$ cat src/rtl/id_issue_stage.sv
// id_issue_stage
//   Registered decode/issue stage between IF/ID and EX of the MIPS32 pipeline.
//   Decodes the logic, shift and immediate-logic instructions, reads the
//   register file, forwards results from NUM_FWD write-back sources (index 0
//   is youngest and wins), stalls on a load-use hazard and holds the decoded
//   instruction in an output register with valid/ready handshakes.
//
//   Optional feature macro: ID_INVALID_TRAP_EN
//     defined   -> inst_invalid_o port exists, registered with the instruction
//     undefined -> invalid instructions issue as NOP with wreg_o = 0
//
// Ports
//   clk, rst                        clock, asynchronous active-high reset
//   in_valid / in_ready             IF/ID handshake (in_ready combinational)
//   pc_i, inst_i                    instruction address and word
//   rf_re1/2, rf_raddr1/2           register file read requests (combinational)
//   rf_rdata1/2                     register file read data, same cycle
//   fwd_we_i, fwd_waddr_i,
//   fwd_wdata_i, fwd_is_load_i      forwarding sources, slice k per source
//   flush_i                         discard stage contents
//   out_valid / out_ready           EX handshake
//   pc_o, aluop_o, alusel_o,
//   reg1_o, reg2_o, wd_o, wreg_o    registered decoded instruction
//   inst_invalid_o                  registered invalid flag (macro only)

module id_issue_stage #(
    parameter int DATA_W  = 32,
    parameter int REG_AW  = 5,
    parameter int NUM_FWD = 2
) (
    input  logic                      clk,
    input  logic                      rst,
    input  logic                      in_valid,
    output logic                      in_ready,
    input  logic [31:0]               pc_i,
    input  logic [31:0]               inst_i,
    output logic                      rf_re1,
    output logic                      rf_re2,
    output logic [REG_AW-1:0]         rf_raddr1,
    output logic [REG_AW-1:0]         rf_raddr2,
    input  logic [DATA_W-1:0]         rf_rdata1,
    input  logic [DATA_W-1:0]         rf_rdata2,
    input  logic [NUM_FWD-1:0]        fwd_we_i,
    input  logic [NUM_FWD*REG_AW-1:0] fwd_waddr_i,
    input  logic [NUM_FWD*DATA_W-1:0] fwd_wdata_i,
    input  logic [NUM_FWD-1:0]        fwd_is_load_i,
    input  logic                      flush_i,
    output logic                      out_valid,
    input  logic                      out_ready,
    output logic [31:0]               pc_o,
    output logic [7:0]                aluop_o,
    output logic [2:0]                alusel_o,
    output logic [DATA_W-1:0]         reg1_o,
    output logic [DATA_W-1:0]         reg2_o,
    output logic [REG_AW-1:0]         wd_o,
`ifdef ID_INVALID_TRAP_EN
    output logic                      inst_invalid_o,
`endif
    output logic                      wreg_o
);

    // Opcodes / function codes
    localparam logic [5:0] OP_SPECIAL = 6'b000000;
    localparam logic [5:0] OP_ANDI    = 6'b001100;
    localparam logic [5:0] OP_ORI     = 6'b001101;
    localparam logic [5:0] OP_XORI    = 6'b001110;
    localparam logic [5:0] OP_LUI     = 6'b001111;
    localparam logic [5:0] OP_PREF    = 6'b110011;

    localparam logic [5:0] FN_SLL  = 6'b000000;
    localparam logic [5:0] FN_SRL  = 6'b000010;
    localparam logic [5:0] FN_SRA  = 6'b000011;
    localparam logic [5:0] FN_SLLV = 6'b000100;
    localparam logic [5:0] FN_SRLV = 6'b000110;
    localparam logic [5:0] FN_SRAV = 6'b000111;
    localparam logic [5:0] FN_SYNC = 6'b001111;
    localparam logic [5:0] FN_AND  = 6'b100100;
    localparam logic [5:0] FN_OR   = 6'b100101;
    localparam logic [5:0] FN_XOR  = 6'b100110;
    localparam logic [5:0] FN_NOR  = 6'b100111;

    // ALU operations and result selects
    localparam logic [7:0] EXE_NOP_OP = 8'b00000000;
    localparam logic [7:0] EXE_AND_OP = 8'b00100100;
    localparam logic [7:0] EXE_OR_OP  = 8'b00100101;
    localparam logic [7:0] EXE_XOR_OP = 8'b00100110;
    localparam logic [7:0] EXE_NOR_OP = 8'b00100111;
    localparam logic [7:0] EXE_SLL_OP = 8'b01111100;
    localparam logic [7:0] EXE_SRL_OP = 8'b00000010;
    localparam logic [7:0] EXE_SRA_OP = 8'b00000011;

    localparam logic [2:0] EXE_RES_NOP   = 3'b000;
    localparam logic [2:0] EXE_RES_LOGIC = 3'b001;
    localparam logic [2:0] EXE_RES_SHIFT = 3'b010;

    localparam logic [REG_AW-1:0] NOP_REG_ADDR = '0;

    // Instruction fields
    logic [5:0]  op, fn;
    logic [4:0]  rs, rt, rd, sa;
    logic [15:0] imm16;

    assign op    = inst_i[31:26];
    assign rs    = inst_i[25:21];
    assign rt    = inst_i[20:16];
    assign rd    = inst_i[15:11];
    assign sa    = inst_i[10:6];
    assign fn    = inst_i[5:0];
    assign imm16 = inst_i[15:0];

    // Decode results
    logic [7:0]        dec_aluop;
    logic [2:0]        dec_alusel;
    logic [REG_AW-1:0] dec_wd;
    logic              dec_wreg;
    logic              dec_re1, dec_re2;
    logic [DATA_W-1:0] dec_imm;
    logic              dec_invalid;

    always_comb begin
        dec_aluop   = EXE_NOP_OP;
        dec_alusel  = EXE_RES_NOP;
        dec_wd      = NOP_REG_ADDR;
        dec_wreg    = 1'b0;
        dec_re1     = 1'b0;
        dec_re2     = 1'b0;
        dec_imm     = '0;
        dec_invalid = 1'b1;
        case (op)
            OP_SPECIAL: begin
                if (sa == 5'd0) begin
                    case (fn)
                        FN_AND, FN_OR, FN_XOR, FN_NOR: begin
                            dec_re1     = 1'b1;
                            dec_re2     = 1'b1;
                            dec_wd      = REG_AW'(rd);
                            dec_wreg    = 1'b1;
                            dec_alusel  = EXE_RES_LOGIC;
                            dec_invalid = 1'b0;
                            case (fn)
                                FN_AND:  dec_aluop = EXE_AND_OP;
                                FN_OR:   dec_aluop = EXE_OR_OP;
                                FN_XOR:  dec_aluop = EXE_XOR_OP;
                                default: dec_aluop = EXE_NOR_OP;
                            endcase
                        end
                        FN_SLLV, FN_SRLV, FN_SRAV: begin
                            dec_re1     = 1'b1;
                            dec_re2     = 1'b1;
                            dec_wd      = REG_AW'(rd);
                            dec_wreg    = 1'b1;
                            dec_alusel  = EXE_RES_SHIFT;
                            dec_invalid = 1'b0;
                            case (fn)
                                FN_SLLV: dec_aluop = EXE_SLL_OP;
                                FN_SRLV: dec_aluop = EXE_SRL_OP;
                                default: dec_aluop = EXE_SRA_OP;
                            endcase
                        end
                        FN_SYNC: dec_invalid = 1'b0;
                        default: ;
                    endcase
                end
                // Shift by immediate: inst[31:21] all zero, sa goes to operand 1.
                if (rs == 5'd0) begin
                    case (fn)
                        FN_SLL, FN_SRL, FN_SRA: begin
                            dec_re2     = 1'b1;
                            dec_imm     = DATA_W'(sa);
                            dec_wd      = REG_AW'(rd);
                            dec_wreg    = 1'b1;
                            dec_alusel  = EXE_RES_SHIFT;
                            dec_invalid = 1'b0;
                            case (fn)
                                FN_SLL:  dec_aluop = EXE_SLL_OP;
                                FN_SRL:  dec_aluop = EXE_SRL_OP;
                                default: dec_aluop = EXE_SRA_OP;
                            endcase
                        end
                        default: ;
                    endcase
                end
            end
            OP_ANDI, OP_ORI, OP_XORI: begin
                dec_re1     = 1'b1;
                dec_imm     = DATA_W'({16'h0000, imm16});
                dec_wd      = REG_AW'(rt);
                dec_wreg    = 1'b1;
                dec_alusel  = EXE_RES_LOGIC;
                dec_invalid = 1'b0;
                case (op)
                    OP_ANDI: dec_aluop = EXE_AND_OP;
                    OP_ORI:  dec_aluop = EXE_OR_OP;
                    default: dec_aluop = EXE_XOR_OP;
                endcase
            end
            OP_LUI: begin
                dec_re1     = 1'b1;
                dec_imm     = DATA_W'({imm16, 16'h0000});
                dec_aluop   = EXE_OR_OP;
                dec_wd      = REG_AW'(rt);
                dec_wreg    = 1'b1;
                dec_alusel  = EXE_RES_LOGIC;
                dec_invalid = 1'b0;
            end
            OP_PREF: dec_invalid = 1'b0;
            default: ;
        endcase
    end

    // Register file requests
    assign rf_re1    = dec_re1 & ~rst;
    assign rf_re2    = dec_re2 & ~rst;
    assign rf_raddr1 = REG_AW'(rs);
    assign rf_raddr2 = REG_AW'(rt);

    // Returns {hit, is_load, data} of the lowest-index matching source.
    function automatic logic [DATA_W+1:0] fwd_pick(input logic [REG_AW-1:0] addr);
        logic [DATA_W+1:0] sel;
        sel = '0;
        for (int unsigned k = 0; k < NUM_FWD; k++) begin
            if (!sel[DATA_W+1] && fwd_we_i[k] &&
                (fwd_waddr_i[k*REG_AW +: REG_AW] == addr))
                sel = {1'b1, fwd_is_load_i[k], fwd_wdata_i[k*DATA_W +: DATA_W]};
        end
        return sel;
    endfunction

    logic              hit1, hit2, load1, load2;
    logic [DATA_W-1:0] fdata1, fdata2;
    logic [DATA_W-1:0] opnd1, opnd2;
    logic              hazard;

    always_comb begin
        {hit1, load1, fdata1} = fwd_pick(rf_raddr1);
        {hit2, load2, fdata2} = fwd_pick(rf_raddr2);

        if (!dec_re1)              opnd1 = dec_imm;
        else if (rf_raddr1 == '0)  opnd1 = '0;
        else if (hit1)             opnd1 = fdata1;
        else                       opnd1 = rf_rdata1;

        if (!dec_re2)              opnd2 = dec_imm;
        else if (rf_raddr2 == '0)  opnd2 = '0;
        else if (hit2)             opnd2 = fdata2;
        else                       opnd2 = rf_rdata2;

        // Only the winning source matters: a younger non-load match shadows an older load.
        hazard = in_valid &
                 ((rf_re1 & (rf_raddr1 != '0) & hit1 & load1) |
                  (rf_re2 & (rf_raddr2 != '0) & hit2 & load2));
    end

    logic accept;
    logic wreg_d;

    assign in_ready = (~out_valid | out_ready) & ~hazard & ~flush_i;
    assign accept   = in_valid & in_ready;
    assign wreg_d   = dec_wreg & ~dec_invalid;

    // Output register
    always_ff @(posedge clk or posedge rst) begin
        if (rst) begin
            out_valid      <= 1'b0;
            pc_o           <= '0;
            aluop_o        <= EXE_NOP_OP;
            alusel_o       <= EXE_RES_NOP;
            reg1_o         <= '0;
            reg2_o         <= '0;
            wd_o           <= NOP_REG_ADDR;
            wreg_o         <= 1'b0;
`ifdef ID_INVALID_TRAP_EN
            inst_invalid_o <= 1'b0;
`endif
        end else begin
            if (flush_i)
                out_valid <= 1'b0;
            else if (accept)
                out_valid <= 1'b1;
            else if (out_ready)
                out_valid <= 1'b0;

            if (accept) begin
                pc_o           <= pc_i;
                aluop_o        <= dec_aluop;
                alusel_o       <= dec_alusel;
                reg1_o         <= opnd1;
                reg2_o         <= opnd2;
                wd_o           <= dec_wd;
                wreg_o         <= wreg_d;
`ifdef ID_INVALID_TRAP_EN
                inst_invalid_o <= dec_invalid;
`endif
            end
        end
    end

endmodule

$ cat config.mk
export PLATFORM = sky130hd
export DESIGN_NAME = id_issue_stage
export DESIGN_NICKNAME = d
export VERILOG_FILES = /design/src/rtl/id_issue_stage.sv
export SDC_FILE = /design/constraint.sdc
export NUM_CORES = 1
export LEC_CHECK = 0
export BUFFER_PORTS_ARGS = -buffer_cell sky130_fd_sc_hd__clkbuf_2
export CORE_ASPECT_RATIO = 0.5
export CORE_MARGIN = 2
export CORE_UTILIZATION = 50
export CTS_CLUSTER_DIAMETER = 200
export CTS_CLUSTER_SIZE = 10
export DETAILED_ROUTE_END_ITERATION = 6
export PLACE_DENSITY = 0.87
export SYNTH_ARGS = -nofsm -noshare
export SYNTH_HDL_FRONTEND = slang
export SYNTH_SLANG_ARGS = --single-unit
$ cat constraint.sdc
create_clock -name clk -period 6.39 [get_ports clk]
set_input_delay 0.3195 -clock clk [delete_from_list [all_inputs] [get_ports clk]]
set_output_delay 0.3195 -clock clk [all_outputs]
set_load 0.03 [all_outputs]
## Word-level counts from Yosys, hierarchy flattened

Index checks and enable logic that the tools add are counted.

- Equality and inequality tests: 19
- Muxes and demuxes: 47
- Bitwise gates (word level): 20
- Reduce and logical (&&, ||, !) cells: 24

Operators with widths:

| cell | count |
|---|---|
| two-way mux 32 bit | 6 |
| two-way mux 34 bit | 4 |
| one-hot mux 32 bit (3 select lines) | 1 |
| one-hot mux 7 bit (2 select lines) | 3 |
| == test 6 x 4 -> 1 bit, second input constant | 5 |
| == test 6 bit, second input constant | 5 |
| two-way mux 5 bit | 6 |
| one-hot mux 8 bit (3 select lines) | 1 |
| == test 5 bit | 4 |
| == test 6 x 3 -> 1 bit, second input constant | 3 |
| two-way mux 8 bit | 2 |
| logical NOT 5 bit | 3 |
| AND 1 bit | 13 |
| == test 6 x 2 -> 1 bit, second input constant | 2 |
| logical NOT 6 bit | 2 |
| two-way mux 1 bit | 12 |
| one-hot mux 5 bit (2 select lines) | 1 |
| nonzero test 5 bit | 2 |
| OR reduction 3 bit | 3 |
| one-hot mux 2 bit (2 select lines) | 2 |
| OR reduction 4 bit | 2 |
| OR reduction 8 bit | 1 |
| two-way mux 7 bit | 1 |
| OR reduction 7 bit | 1 |
| 11 further kinds | 25 |

- Register bits: 114
- Bits of input ports: 211
- Output and inout bits: 127
- Logic and storage cells: 118

## Longest topological paths before layout

- Depth after elaboration: 19
- Mapped depth: 10
- Depth with buffers taken out: 7

## Worst setup path before layout

No wires, ideal clock.

- Kind: input-to-reg
- Start: input port rst
- End: register reg1_o[11]
- Setup time: 0.125 ns
- Arrival: 4.005 ns
- Required time: 6.265 ns
- Setup slack: 2.260 ns
- Stages on the path: 6
- Path buffers: 2
- Path through: inv_1 a32oi_2 nand3_4 buf_6 buf_8 mux2_4

- Word-level cells in the longest chain between the ends: 11
- Elaborated cells on any way between the ends: 15
- Classes of those cells: 15 x bitwise

Ends and longest elaborated chain:

| element | line | source |
|---|---|---|
| start, declared | 32 | `input logic rst,` |
| NOT 1 bit (*) | 212, 213 |  |
| AND 1 bit (on tied branches) | 212, 213 |  |
| AND 1 bit (on tied branches) (3 in series) | 250, 251 |  |
| OR 1 bit (*) | 250 | `((rf_re1 & (rf_raddr1 != '0) & hit1 & load1) \|` |
| AND 1 bit (*) | 249 | `hazard = in_valid &` |
| NOT 1 bit (*) | 257 | `assign in_ready = (~out_valid \| out_ready) & ~hazard & ~flush_i;` |
| AND 1 bit (*) (2 in series) | 257 |  |
| AND 1 bit (*) | 258 | `assign accept = in_valid & in_ready;` |
| end signal, assigned | 287 | `reg1_o <= opnd1;` |
| end, declared | 53 | `output logic [DATA_W-1:0] reg1_o,` |

Mark *: on every way between the ends. The rest lies on a longest branch, timed or not.
A chain may end at the register's enable or synchronous reset.

## Worst setup path in the final report

- Start: input port inst_i[2]
- End: register pc_o[4]

- Word-level cells in the longest chain between the ends: 17
- Elaborated cells on any way between the ends: 32
- Classes of those cells: 9 x eq/ne; 6 x mux; 14 x bitwise; 3 x reduce/logical

Ends and longest elaborated chain:

| element | line | source |
|---|---|---|
| start, declared | 36 | `input logic [31:0] inst_i,` |
| == test 6 x 3 -> 1 bit / == test 6 bit (equally long branches) | 132 | `case (fn)` |
| OR reduction 7 bit (no source line) | n/a |  |
| two-way mux 1 bit | 132 |  |
| two-way mux 1 bit | 131 | `if (sa == 5'd0) begin` |
| two-way mux 1 bit | 166 | `case (fn)` |
| two-way mux 1 bit | 165 | `if (rs == 5'd0) begin` |
| two-way mux 1 bit | 129 | `case (op)` |
| AND 1 bit | 213 | `assign rf_re2 = dec_re2 & ~rst;` |
| AND 1 bit (3 in series) | 251 | `(rf_re2 & (rf_raddr2 != '0) & hit2 & load2));` |
| OR 1 bit (*) | 250 |  |
| AND 1 bit (*) | 249 |  |
| NOT 1 bit (*) | 257 |  |
| AND 1 bit (*) (2 in series) | 257 |  |
| AND 1 bit (*) | 258 |  |
| end signal, assigned | 284 | `pc_o <= pc_i;` |
| end, declared | 50 | `output logic [31:0] pc_o,` |

Marks and branches as above.

==> results.sh <==
export IMPL_synth_ff_type="dfrtp_1"
export IMPL_detail_route_vias_per_cell=5.74
export IMPL_crit_path_end_kind="flip-flop"
export IMPL_ys_types=43
export IMPL_nFillCells=1029
export IMPL_fin_crit_ns=3.35
export IMPL_synthTopCellsByCount="dfrtp_1, mux2_2, mux2i_1"
export IMPL_final_antenna_net_count=0
export IMPL_crit_end="pc_o[4]$_DFFE_PP0P_"
export IMPL_synth_edf_count=0
export IMPL_first_global_vias=6212
export IMPL_place_area_um2=8140
export IMPL_numCtsBuffers=9
export IMPL_yosys_area_share_simple_pct=6.94
export IMPL_hold_path_class="input pin to asynchronous set/reset pin"
export IMPL_yosysWarnings=0
export IMPL_synthArstFlopShare_pct=100
export IMPL_area_growth_pct=30.3
export IMPL_drive_above_1_share_pct=53.8
export IMPL_synth_area_leader_cell="dfrtp_1"
export IMPL_cp_required_ns=6.62
export IMPL_final_net_count=1090
export IMPL_synth_mux_area_share_pct=29.8
export IMPL_root_buffer="clkbuf_16"
export IMPL_cts_sinks=109
export IMPL_avgSynthCellArea_um2=11.2
export IMPL_num_rows=29
export IMPL_max_freq_ghz=0.298
export IMPL_crit_type="input pin to flip-flop"
export IMPL_finish_utilization_pct=66.6
export IMPL_grt_antenna_before_repair=0
export IMPL_fp_dieW_um=165
export IMPL_crit_start="inst_i[2]"
export IMPL_p_leak_nw=4.26
export IMPL_r2r_end="reg2_o[0]$_DFFE_PP0P_"
export IMPL_initial_core_util_pct=51.1
export IMPL_diodes=0
export IMPL_fin_area_um2=8430
export IMPL_syn_area_um2=6470
export IMPL_gr_total_overflow=0
export IMPL_clock_latency_ns=0.34
export IMPL_synth_compound_area_share_pct=13.0
export IMPL_yosysMostFrequentCell="dfrtp_1"
export IMPL_start_kind="input pin"
export IMPL_worst_r2r_cell_count=4
export IMPL_grt_use_total_pct=30.8
export IMPL_drv_slew=0
export IMPL_crit_chain="clkbuf_2 > or4_1 > nor3_4 > o21ai_1 > a211oi_2 > a32oi_2 > nand3_4 > buf_4 > mux2_2"
export IMPL_grt_first_pass_wirelength_um=32900
export IMPL_total_power_mw=1.73
export IMPL_holdBufCountCts=0
export IMPL_post_route_period_util_pct=52.5
export IMPL_yosys_register_bits=109
export IMPL_finClkSkew_ns=0.00713
export IMPL_power_density_nw_per_um2=205
export IMPL_slew_headroom_pct=35.1
export IMPL_cts_tree="built"
export IMPL_synth_xor_area_share_pct=2.71
export IMPL_place_detailed_hpwl_um=16400
export IMPL_cts_resized=0
export IMPL_htreeDepth=3
export IMPL_drt_iter0_markers=404
export IMPL_netlist_instances=576
export IMPL_ys_seq_area_share_pct=42.1
export IMPL_dr_pass1_iters=5
export IMPL_cts_setup_buffers=0
export IMPL_reg2reg_from="out_valid$_DFFE_PP0P_"
export IMPL_die_h_um=84.5
export IMPL_clockBufferDepth=2
export IMPL_fin_tns_setup_ns=0
export IMPL_drc_errors=0
export IMPL_grt_max_degree=78
export IMPL_critPathMaxStageDelay_ns=0.64
export IMPL_grt_setup_unrepaired="no"
export IMPL_status="finished clean"
export IMPL_port_buffers=335
export IMPL_synth_top_area_share_pct=42.1
export IMPL_synth_area_leaders="dfrtp_1, mux2_2, mux2i_1, a22oi_1, a211oi_1"
export IMPL_placeableCoreArea_um2=12700
export IMPL_synth_top_family_by_area="multiplexers"
export IMPL_place_congestion=0.886
export IMPL_reg2reg_slack_ns=4.02
export IMPL_path_clk_slew_ns=0.08
export IMPL_synth_adder_area_share_pct=0
export IMPL_critical_path_slowest_cell="nand3_4"
export IMPL_vias=6048
export IMPL_vdd_ir_drop_max_uv=174
export IMPL_routedWlPerCell_um=20.5
export IMPL_cap_violations=0
export IMPL_pin_count=338
export IMPL_setup_violations_final=0
export IMPL_cp_max_fo=50
export IMPL_tightest_slew_ns=0.971
export IMPL_wirelength_um=21600
export IMPL_die_area_um2=13900
export IMPL_worst_ep_arrival_time_ns=3.59
export IMPL_final_hold_viol_count=0
-- state kept, by name, summed over array words and instances, names as in the netlist --
signal	cells
alusel_o	2
out_valid	1
wd_o	5
pc_o	32
reg2_o	32
wreg_o	1
aluop_o	4
reg1_o	32
-- worst min-delay path by stage --
| stage | slack, ns | to | from | depth (start not counted) |
|---|---|---|---|---|
| 2_1_floorplan | 0.39 | out_valid$_DFFE_PP0P_ | flush_i | 1 |
| 3_3_place_gp | 0.40 | aluop_o[4]$_DFFE_PP0P_ | rst | 2 |
| 3_5_place_dp | 0.42 | wd_o[4]$_DFFE_PP0P_ | rst | 2 |
| 4_1_cts | 0.04 | wd_o[3]$_DFFE_PP0P_ | rst | 2 |
| 5_1_grt | 0.06 | wd_o[3]$_DFFE_PP0P_ | rst | 2 |
| 6_report | 0.03 | wd_o[3]$_DFFE_PP0P_ | rst | 2 |
-- final cells by class --
cell class / count / area (um2) / area share (%)
inverter: 8 / 32.5 / 0.386
timing repair buffer: 343 / 1740 / 20.6
tap: 170 / 213 / 2.52
clock buffer: 9 / 225 / 2.67
sequential: 109 / 2730 / 32.3
multi-input combinational: 408 / 3430 / 40.7
clock inverter: 7 / 68.8 / 0.816
-- worst max-delay path: cells and delay by family --
family                 cells  cell delay [ns]
AO/OA/AOI/OAI              3             0.67
buffers and inverters      2             0.65
multiplexers               1             0.39
AND/OR/NAND/NOR            3             1.52
-- cell families after synthesis --
logic type             Yosys count
AO/OA/AOI/OAI                  125
buffers and inverters           60
XOR/XNOR                        20
multiplexers                   174
other                            1
AND/OR/NAND/NOR                 87
flip-flops                     109
-- cell usage in the layout (no fill, tap or decap), types with 2 or more instances in the layout --
master / instances
clkbuf_2: 335
dfrtp_1: 109
mux2_2: 89
mux2i_1: 69
nor2_1: 43
o21ai_0: 39
a22oi_1: 33
a211oi_1: 32
mux2_4: 15
xnor2_1: 12
a21oi_1: 9
clkbuf_16: 9
xor2_1: 8
nand2_1: 8
buf_4: 8
nand3_1: 7
inv_1: 7
a22o_1: 5
nor4_1: 4
and3_1: 4
nor3_1: 4
nor3_4: 3
inv_6: 3
nor2_4: 2
or4_4: 2
or4_1: 2
conb_1: 2
clkinvlp_4: 2
-- metal layers --
| layer | global-route usage, % | vias up | routed length, um |
|---|---|---|---|
| met4 | 10.9 | 0 | 698 |
| met3 | 6.82 | 67 | 1570 |
| met1 | 39.0 | 2930 | 8570 |
| met2 | 52.5 | 326 | 10800 |
| met5 | 0 | - | 0 |
| li1 | - | 2725 | - |
-- stage by stage --
stage / hold WS (ns) / worst slack (ns) / instances
floorplan: 0.386 / 2.26 / 577
global placement: 0.397 / 2.80 / 1038
detailed placement: 0.415 / 2.74 / 1038
CTS: 0.0426 / 3.07 / 1054
global route: 0.0552 / 2.89 / 1054
finish: 0.0324 / 3.04 / 1054
-- power breakdown --
group / internal (mW) / switching [mW]
Combinational: 0.154 / 0.251
Clock: 0.276 / 0.284
Sequential: 0.736 / 0.0273
Power figures use the tool's default switching activity.
